[src/rtl/int32_to_float32_pipe_if.sv]
// Handshake/bus bundle for the int32 -> binary32 converter.
// The converter connects through the slave modport; the producer/consumer
// side (issue and writeback logic, or a bench) uses the master modport.
interface int32_to_float32_pipe_if;
   logic        in_valid;
   logic        in_ready;
   logic [31:0] in_data;
   logic        in_signed;
   logic [1:0]  in_rm;
   logic        out_valid;
   logic        out_ready;
   logic [31:0] out_data;
   logic [4:0]  out_flags;

   modport master (
      output in_valid, in_data, in_signed, in_rm, out_ready,
      input  in_ready, out_valid, out_data, out_flags
   );

   modport slave (
      input  in_valid, in_data, in_signed, in_rm, out_ready,
      output in_ready, out_valid, out_data, out_flags
   );
endinterface

[src/rtl/int32_to_float32_pipe.sv]
// Pipelined int32/uint32 -> IEEE-754 binary32 converter.
// Stage 1 takes the magnitude and normalizes it (leading-zero count plus
// left shift); stage 2 rounds per the requested mode and drives the output
// register. BYPASS_S1 != 0 drops the stage-1 register for latency 1.
module int32_to_float32_pipe #(
   parameter int unsigned BYPASS_S1 = 0
) (
   input logic                  clock,
   input logic                  reset,
   int32_to_float32_pipe_if.slave bus
);

   typedef enum logic [1:0] {
      RM_NEAR_EVEN = 2'b00,
      RM_MIN_MAG   = 2'b01,
      RM_MIN       = 2'b10,
      RM_MAX       = 2'b11
   } rm_e;

   // Stage-1 combinational signals (magnitude and normalizer)
   logic        w_in_sign;
   logic [31:0] w_in_mag;
   logic        w_in_zero;
   logic [4:0]  w_in_dist;
   logic [31:0] w_in_norm;

   // Operand presented to the rounding stage
   logic        w_s2_valid;
   logic        w_s2_sign;
   logic        w_s2_zero;
   logic [4:0]  w_s2_dist;
   logic [31:0] w_s2_norm;
   logic [1:0]  w_s2_rm;

   // Rounding results
   logic [23:0] w_sig;
   logic        w_guard;
   logic        w_sticky;
   logic        w_inexact;
   logic        w_inc;
   logic [24:0] w_sig_r;
   logic [7:0]  w_exp;
   logic [22:0] w_frac;
   logic [31:0] w_res;
   logic [4:0]  w_flags;

   logic        w_out_advance;

   logic        r_out_valid;
   logic [31:0] r_out_data;
   logic [4:0]  r_out_flags;

   // Magnitude, leading-zero distance and normalized significand
   always_comb begin
      w_in_sign = bus.in_signed & bus.in_data[31];
      w_in_mag  = w_in_sign ? (32'd0 - bus.in_data) : bus.in_data;
      w_in_zero = (w_in_mag == '0);
      w_in_dist = '0;
      // Highest set bit wins because later iterations overwrite earlier ones
      for (int unsigned i = 0; i < 32; i++) begin
         if (w_in_mag[i]) w_in_dist = 5'(31 - i);
      end
      w_in_norm = w_in_mag << w_in_dist;
   end

   assign w_out_advance = ~r_out_valid | bus.out_ready;

   generate
      if (BYPASS_S1 != 0) begin : g_bypass
         // Normalized operand goes straight to rounding in the input cycle
         always_comb begin
            w_s2_valid = bus.in_valid;
            w_s2_sign  = w_in_sign;
            w_s2_zero  = w_in_zero;
            w_s2_dist  = w_in_dist;
            w_s2_norm  = w_in_norm;
            w_s2_rm    = bus.in_rm;
         end
         assign bus.in_ready = w_out_advance;
      end else begin : g_stage1
         logic        r_s1_valid;
         logic        r_s1_sign;
         logic        r_s1_zero;
         logic [4:0]  r_s1_dist;
         logic [31:0] r_s1_norm;
         logic [1:0]  r_s1_rm;
         logic        w_in_ready;
         logic        w_in_fire;

         assign w_in_ready   = ~r_s1_valid | w_out_advance;
         assign w_in_fire    = bus.in_valid & w_in_ready;
         assign bus.in_ready = w_in_ready;

         // Stage-1 register: fills on input transfer, empties on advance
         always_ff @(posedge clock or posedge reset) begin
            if (reset) begin
               r_s1_valid <= 1'b0;
               r_s1_sign  <= 1'b0;
               r_s1_zero  <= 1'b0;
               r_s1_dist  <= '0;
               r_s1_norm  <= '0;
               r_s1_rm    <= '0;
            end else begin
               r_s1_valid <= w_in_fire | (r_s1_valid & ~w_out_advance);
               if (w_in_fire) begin
                  r_s1_sign <= w_in_sign;
                  r_s1_zero <= w_in_zero;
                  r_s1_dist <= w_in_dist;
                  r_s1_norm <= w_in_norm;
                  r_s1_rm   <= bus.in_rm;
               end
            end
         end

         // Stage-1 contents feed the rounding stage
         always_comb begin
            w_s2_valid = r_s1_valid;
            w_s2_sign  = r_s1_sign;
            w_s2_zero  = r_s1_zero;
            w_s2_dist  = r_s1_dist;
            w_s2_norm  = r_s1_norm;
            w_s2_rm    = r_s1_rm;
         end
      end
   endgenerate

   // Round the 24-bit significand and assemble the binary32 result
   always_comb begin
      w_sig     = w_s2_norm[31:8];
      w_guard   = w_s2_norm[7];
      w_sticky  = |w_s2_norm[6:0];
      w_inexact = w_guard | w_sticky;
      w_inc     = 1'b0;
      case (rm_e'(w_s2_rm))
         RM_NEAR_EVEN: w_inc = w_guard & (w_sticky | w_sig[0]);
         RM_MIN_MAG:   w_inc = 1'b0;
         RM_MIN:       w_inc = w_s2_sign & w_inexact;
         RM_MAX:       w_inc = ~w_s2_sign & w_inexact;
         default:      w_inc = 1'b0;
      endcase
      w_sig_r = {1'b0, w_sig} + {24'd0, w_inc};
      w_exp   = 8'd158 - {3'd0, w_s2_dist} + {7'd0, w_sig_r[24]};
      w_frac  = w_sig_r[24] ? '0 : w_sig_r[22:0];
      if (w_s2_zero) begin
         w_res   = '0;
         w_flags = '0;
      end else begin
         w_res   = {w_s2_sign, w_exp, w_frac};
         w_flags = {4'd0, w_inexact};
      end
   end

   // Output register: loads on advance, holds while the consumer stalls
   always_ff @(posedge clock or posedge reset) begin
      if (reset) begin
         r_out_valid <= 1'b0;
         r_out_data  <= '0;
         r_out_flags <= '0;
      end else if (w_out_advance) begin
         r_out_valid <= w_s2_valid;
         if (w_s2_valid) begin
            r_out_data  <= w_res;
            r_out_flags <= w_flags;
         end
      end
   end

   assign bus.out_valid = r_out_valid;
   assign bus.out_data  = r_out_data;
   assign bus.out_flags = r_out_flags;

endmodule

[src/flat_wrapper.sv]
// flat-port wrapper written by rule: the top's interface ports become plain ports
module int32_to_float32_pipe_flat 
#(
   parameter int unsigned BYPASS_S1 = 0
)
  (clock, reset, bus_in_valid, bus_in_data, bus_in_signed, bus_in_rm, bus_out_ready, bus_in_ready, bus_out_valid, bus_out_data, bus_out_flags);
  int32_to_float32_pipe_if bus_i ();
  input logic clock;
  input logic reset;
  input wire logic [$bits(bus_i.in_valid)-1:0] bus_in_valid;
  input wire logic [$bits(bus_i.in_data)-1:0] bus_in_data;
  input wire logic [$bits(bus_i.in_signed)-1:0] bus_in_signed;
  input wire logic [$bits(bus_i.in_rm)-1:0] bus_in_rm;
  input wire logic [$bits(bus_i.out_ready)-1:0] bus_out_ready;
  output wire logic [$bits(bus_i.in_ready)-1:0] bus_in_ready;
  output wire logic [$bits(bus_i.out_valid)-1:0] bus_out_valid;
  output wire logic [$bits(bus_i.out_data)-1:0] bus_out_data;
  output wire logic [$bits(bus_i.out_flags)-1:0] bus_out_flags;
  assign bus_i.in_valid = bus_in_valid;
  assign bus_i.in_data = bus_in_data;
  assign bus_i.in_signed = bus_in_signed;
  assign bus_i.in_rm = bus_in_rm;
  assign bus_i.out_ready = bus_out_ready;
  assign bus_in_ready = bus_i.in_ready;
  assign bus_out_valid = bus_i.out_valid;
  assign bus_out_data = bus_i.out_data;
  assign bus_out_flags = bus_i.out_flags;
  int32_to_float32_pipe #(.BYPASS_S1(BYPASS_S1)) u_core (.clock(clock), .reset(reset), .bus(bus_i));
endmodule
[config.mk]
export PLATFORM = sky130hd
export DESIGN_NAME = int32_to_float32_pipe_flat
export DESIGN_NICKNAME = d
export VERILOG_FILES = /design/src/rtl/int32_to_float32_pipe_if.sv /design/src/rtl/int32_to_float32_pipe.sv /design/src/flat_wrapper.sv
export SDC_FILE = /design/constraint.sdc
export NUM_CORES = 1
export LEC_CHECK = 0
export ABC_AREA = 1
export BUFFER_PORTS_ARGS = -buffer_cell sky130_fd_sc_hd__buf_2
export CELL_PAD_IN_SITES_DETAIL_PLACEMENT = 2
export CELL_PAD_IN_SITES_GLOBAL_PLACEMENT = 2
export CORE_ASPECT_RATIO = 0.9
export CORE_UTILIZATION = 33
export CTS_BUF_LIST = sky130_fd_sc_hd__clkbuf_4
export CTS_CLUSTER_DIAMETER = 200
export DETAILED_ROUTE_END_ITERATION = 12
export PLACE_DENSITY_LB_ADDON = 0.1
export RECOVER_POWER = 100
export SLEW_MARGIN = 20
export SYNTH_ARGS = -nofsm -noshare
export SYNTH_HDL_FRONTEND = slang
export SYNTH_SLANG_ARGS = --single-unit
export TNS_END_PERCENT = 5
[constraint.sdc]
create_clock -name clock -period 4.5 [get_ports clock]
set_clock_uncertainty 0.2 [all_clocks]
set_input_delay 0.45 -clock clock [delete_from_list [all_inputs] [get_ports clock]]
set_output_delay 0.45 -clock clock [all_outputs]
set_load 0.005 [all_outputs]
Yosys cells after proc, flatten, opt, wreduce, memory -nomap -nowiden
Index checks and enable logic that the tools add are counted.

word-level totals
  register bits after elaboration = 80
  output and inout bits = 39
  word-level logic and storage cells = 73
  input bits = 39

cells by class
  reductions and logical operators = 4
  bitwise gates (word level) = 15
  equality and inequality tests = 3
  add/sub/neg operators = 4
  shifts and indexed selects = 1
  mux-type cells = 37

operator list
  cell                                                 number
  2-to-1 mux 5 bit                                     32
  2-to-1 mux 32 bit                                    2
  logical NOT 32 bit                                   1
  << shifter 32 x 5 -> 32 bit                          1
  subtractor 1 x 32 -> 32 bit, first input constant    1
  adder 24 x 1 -> 25 bit                               1
  2-to-1 mux 23 bit                                    1
  adder 8 x 1 -> 8 bit                                 1
  subtractor 8 x 5 -> 8 bit, first input constant      1
  OR reduction 7 bit                                   1
  bitwise AND 1 bit                                    6
  bitwise OR 1 bit                                     5
  equality test 2 bit, second input constant           2
  inverter 1 bit                                       4
  case mux 1 bit (4 select lines)                      1
  equality test 2 x 1 -> 1 bit, second input constant  1
  logical NOT 2 bit                                    1
  AND reduction 2 bit                                  1
  2-to-1 mux 1 bit                                     1

Logic depth before layout (Yosys ltp)
  depth in word-level cells = 35
  depth in mapped cells = 44
  depth with buffers taken out = 43

Worst setup path before layout
Ideal clock, no wire load.

  kind = register to register
  start = register u_core.g_stage1.r_s1_norm[3]
  end = register u_core.r_out_data[27] (netlist: u_core.bus.out_data[27])
  data required time = 4.175 ns
  arrival = 3.331 ns
  slack = 0.845 ns
  cell stages (with the launch flop) = 27
  path buffers = 0
  clock period less this slack = 3.655 ns
  library setup time = 0.125 ns
  path through = dfrtp_1 -> inv_1 -> nand4_1 -> nor4_1 -> inv_1 -> o211ai_1 -> o21ai_0 -> ha_1 -> ha_1 -> nand2_1 -> nor2_1 -> nand3_1 -> nor4_1 -> nand3_1 -> nor3_1 -> nand4_1 -> nor2_1 -> nand4_1 -> inv_1 -> and3_1 -> nand2_1 -> ha_1 -> ha_1 -> nand3_1 -> nor2_1 -> nand2_1 -> nand3_1

between the ends
  word-level cells in the longest chain between the ends = 7
  elaborated cells on any way between the ends = 10
  classes of those cells = 2 x add/sub; 2 x mux; 5 x bitwise; 1 x reduce/logical

RTL lines
  item                                         RTL line                                                                                  text
  start, declared                              int32_to_float32_pipe.sv:85                                                               logic [31:0] r_s1_norm;
  start signal, assigned                       int32_to_float32_pipe.sv:109                                                              r_s1_norm <= w_in_norm;
  OR reduction 7 bit (*)                       int32_to_float32_pipe.sv:131                                                              w_sticky = |w_s2_norm[6:0];
  bitwise OR 1 bit, on equally long branches   int32_to_float32_pipe.sv:132, int32_to_float32_pipe.sv:135
  bitwise AND 1 bit, on equally long branches  int32_to_float32_pipe.sv:138, int32_to_float32_pipe.sv:135, int32_to_float32_pipe.sv:137
  case mux 1 bit (4 select lines) (*)          int32_to_float32_pipe.sv:134                                                              case (rm_e'(w_s2_rm))
  adder 24 x 1 -> 25 bit (*)                   int32_to_float32_pipe.sv:141                                                              w_sig_r = {1'b0, w_sig} + {24'd0, w_inc};
  adder 8 x 1 -> 8 bit (*)                     int32_to_float32_pipe.sv:142                                                              w_exp = 8'd158 - {3'd0, w_s2_dist} + {7'd0, w_sig_r[24]};
  2-to-1 mux 32 bit (*)                        int32_to_float32_pipe.sv:144                                                              if (w_s2_zero) begin
  end signal, assigned                         int32_to_float32_pipe.sv:162                                                              r_out_data <= w_res;
  end, declared                                int32_to_float32_pipe.sv:50                                                               logic [31:0] r_out_data;

Mark *: on every way between the ends. The rest lies on a longest branch, timed or not.
A chain may end at the register's enable or synchronous reset.

Worst setup path in the final report
Same ends and word-level chain as after synthesis.

==> reports/results.txt <==
Multi-input logic area: 3640 um2
Via density: 5.26
Maximum vdd drop: 0.125 mV
Mean Syn Cell Area: 6.54 um2
Slew HR: 11.7%
Antenna violations before repair: 0
Critical path's top delay family: simple AND/OR/NAND/NOR gates
Routed wire length: 22.3 mm
Largest net degree at the start of global routing: 51
Clk slew on worst S/H paths: 150 ps
RSZ-0062 raised after global routing: false
Net Sw Frac: 44.6%
Row count: 47
R2R Path Start: u_core.g_stage1.r_s1_norm[3]
DRC viols: 0
P per Cell Area: 351 nW/um2
Met2 GRT Util: 40.5%
Filler cells: 2351
Register area: 1900 um2
GRT met3 Usage: 3.36%
Area growth syn-to-layout: 14.8%
Worst reg-to-reg path cell count: 26
CP arrival: 4320 ps
Leakage: 3.49 nW
Ports: 78
Status: complete, no violations
Fin crit share: 92.4%
Die ar.: 19300 um2
M1 GR Usage: 34.0%
Sequential area share after synthesis: 30.8%
GPL Wtd Cong: 0.842
Cell Int Power: 0.00138 W
Hpwl dp: 17.7 mm
Cell count after synthesis: 943
CTS tree: done
Pre-antenna DRT Iters: 4
Synthesis Warnings: 0
Kind of critical path: flop to flop
Crit path buf inv count: 3
Flop pwr share: 40.5%
Chip width: 146 um
Worst-Margin Slew: 1320 ps
Grt total ovfl: 0
Synthesized cell area: 6170 um2
Post-Layout Cell Count: 1272
Clk buf depth: 2
Area after DPL: 6890 um2
Setup TNS: 0 ps
Max-cap check violation count: 0
Synth unique cells: 46
Placed cells: 1250
Layout net count: 1067
CP max stage delay: 350 ps
CTS Root Cell: clkbuf_4
Slowest-stage cell, CP: dfrtp_1
Clk pwr share: 15.5%
Finished Core Util: 38.6%
Clk_lat worst skew: 460 ps
Max-slew violations: 0
Final Hold Viols: 0
First-pass GRT wire length: 37.5 mm
Fmax: 0.241 GHz
Crit Path Max Fanout: 4
Logic pwr share: 43.9%
Vias in the first global route: 7141
Critical path launch point type: flop
IO Port Bufs: 73
Clk sinks: 76
Via Count: 6685
R2r setup slk: 340 ps
Hold depth: 4
WL per Instance: 17.5 um
DRT antenna net count: 0
Initial drt markers: 296
WP data required: 4660 ps
Grt peak-use layer: met2
Total track usage: 24.3%
Hold path endpoint: u_core.bus.out_valid
Tightest Hold Check Type: input port to flop
Layout cells sized above 1: 16.3%
Post-Layout Inst Area: 7080 um2
Switching component of the power: 0.00111 W
Core box area: 18300 um2
Synthesis-stage register bit count: 76
H-tree Lvls: 3
Final setup fails: 0
Antenna Diode Count: 0
Final Critical Period: 4160 ps
Reg-to-Reg End: u_core.bus.out_data[27]
Initial Utilization: 33.6%
Die Ht: 132 um
Num CTS Buffers: 9
Hold path start: bus_out_ready
Critical Path End Type: flop
through the flow:
step                hold WS [ps]  total power (W)  setup WS [ps]
floorplan                    254          0.00169            845
global placement             266          0.00207           26.5
detailed placement           275          0.00211           -109
CTS                         14.6          0.00252           46.7
global route                19.8          0.00269           24.2
finish                      38.2          0.00248            342
tightest hold or removal path: cells and delay by family:
family	cells	cell delay [ps]
buffers and inverters	2	110
AND/OR/NAND/NOR	2	120
worst max path at each step:
stage               slack, ps                    startpoint                       to  cells past startpoint
floorplan                 840  u_core.g_stage1.r_s1_norm[3]  u_core.bus.out_data[27]                     26
global placement           30  u_core.g_stage1.r_s1_norm[3]  u_core.bus.out_data[27]                     26
detailed placement       -110  u_core.g_stage1.r_s1_norm[3]  u_core.bus.out_data[27]                     26
CTS                        50  u_core.g_stage1.r_s1_norm[3]  u_core.bus.out_data[27]                     26
global route               20     u_core.g_stage1.r_s1_sign  u_core.bus.out_data[27]                     24
finish                    340  u_core.g_stage1.r_s1_norm[3]  u_core.bus.out_data[27]                     26
synth_stat cells, drive strengths merged:
cell type / number / area share [%]
a32o: 2 / 0.32
a31oi: 2 / 0.20
dfrtp: 76 / 31
nand4: 13 / 1.4
a22o: 2 / 0.28
o21ai: 60 / 4.9
buf: 35 / 3.6
or3: 1 / 0.18
xor2: 31 / 4.5
nor4b: 1 / 0.14
conb: 1 / 0.061
a31o: 1 / 0.14
ha: 6 / 1.2
o211ai: 3 / 0.36
nor4: 6 / 0.61
or2: 4 / 0.41
nor2: 57 / 3.6
a22oi: 1 / 0.12
nand2: 224 / 14
clkbuf: 11 / 0.67
nor3: 13 / 1.6
o31ai: 7 / 0.85
nand3: 258 / 21
and2: 1 / 0.10
inv: 110 / 6.7
o22ai: 1 / 0.10
xnor2: 5 / 0.95
a21oi: 8 / 0.77
and3: 1 / 0.10
nand3b: 1 / 0.12
clkinv: 1 / 0.061
routing by layer:
metal  up-vias  part of all wire [%]
met5         -                     0
met4         0                  0.50
met3        13                   2.4
met2        69                    47
met1      3330                    50
li1       3273                     -
state kept, by name, summed over array words and instances, names as in the netlist:
signal	count
u_core.g_stage1.r_s1_valid	1
u_core.g_stage1.r_s1_dist	5
u_core.g_stage1.r_s1_sign	1
u_core.g_stage1.r_s1_rm	2
u_core.g_stage1.r_s1_zero	1
u_core.bus.out_data	32
u_core.g_stage1.r_s1_norm	32
u_core.bus.out_valid	1
u_core.bus.out_flags	1
cell usage in the layout, fill, tap and decap left out, types with 19 or more instances in the layout:
master / instances
inv_1: 89
dfrtp_1: 76
buf_2: 61
o21ai_0: 45
nor2_1: 51
xor2_1: 30
nand2_1: 216
buf_4: 26
nand3_1: 253
inv_2: 19
cell families after synthesis:
group	Yosys count	synth area share, %
adder cells (fa/ha/maj)	6	1.22
AND/OR/NAND/NOR	580	43.4
buffers and inverters	157	11.0
XOR/XNOR	36	5.47
other	1	0.0608
flip-flops	76	30.8
AO/OA/AOI/OAI	87	8.03
power groups by stage:
| stage | logic [W] | registers (W) | clock network [W] |
|---|---|---|---|
| after global placement | 0.00106 | 0.00101 | 0 |
| after detailed placement | 0.00110 | 0.00102 | 0 |
| after CTS | 0.00111 | 0.00101 | 0.000401 |
| after floorplan | 0.000710 | 0.000981 | 0 |
| final | 0.00109 | 0.00101 | 0.000386 |
| after global routing | 0.00124 | 0.00103 | 0.000423 |
layout make-up:
| class | instances | share of cell area, % |
|---|---|---|
| timing repair buffer | 111 | 9.89 |
| multi-input combinational | 713 | 51.4 |
| sequential | 76 | 26.9 |
| inverter | 111 | 5.88 |
| clock buffer | 10 | 1.06 |
| tap | 245 | 4.33 |
| clock inverter | 6 | 0.583 |
timing repair:
action                     in CTS  in global routing
gates resized for setup         5                  6
cloned                          0                  0
hold endpoints to repair       29                  0
hold buffers                    4                  0
setup buffers                   0                  2
pin swaps                       0                  1
setup endpoints to repair       7                  7
No activity file was read; power rests on OpenSTA's default activity.
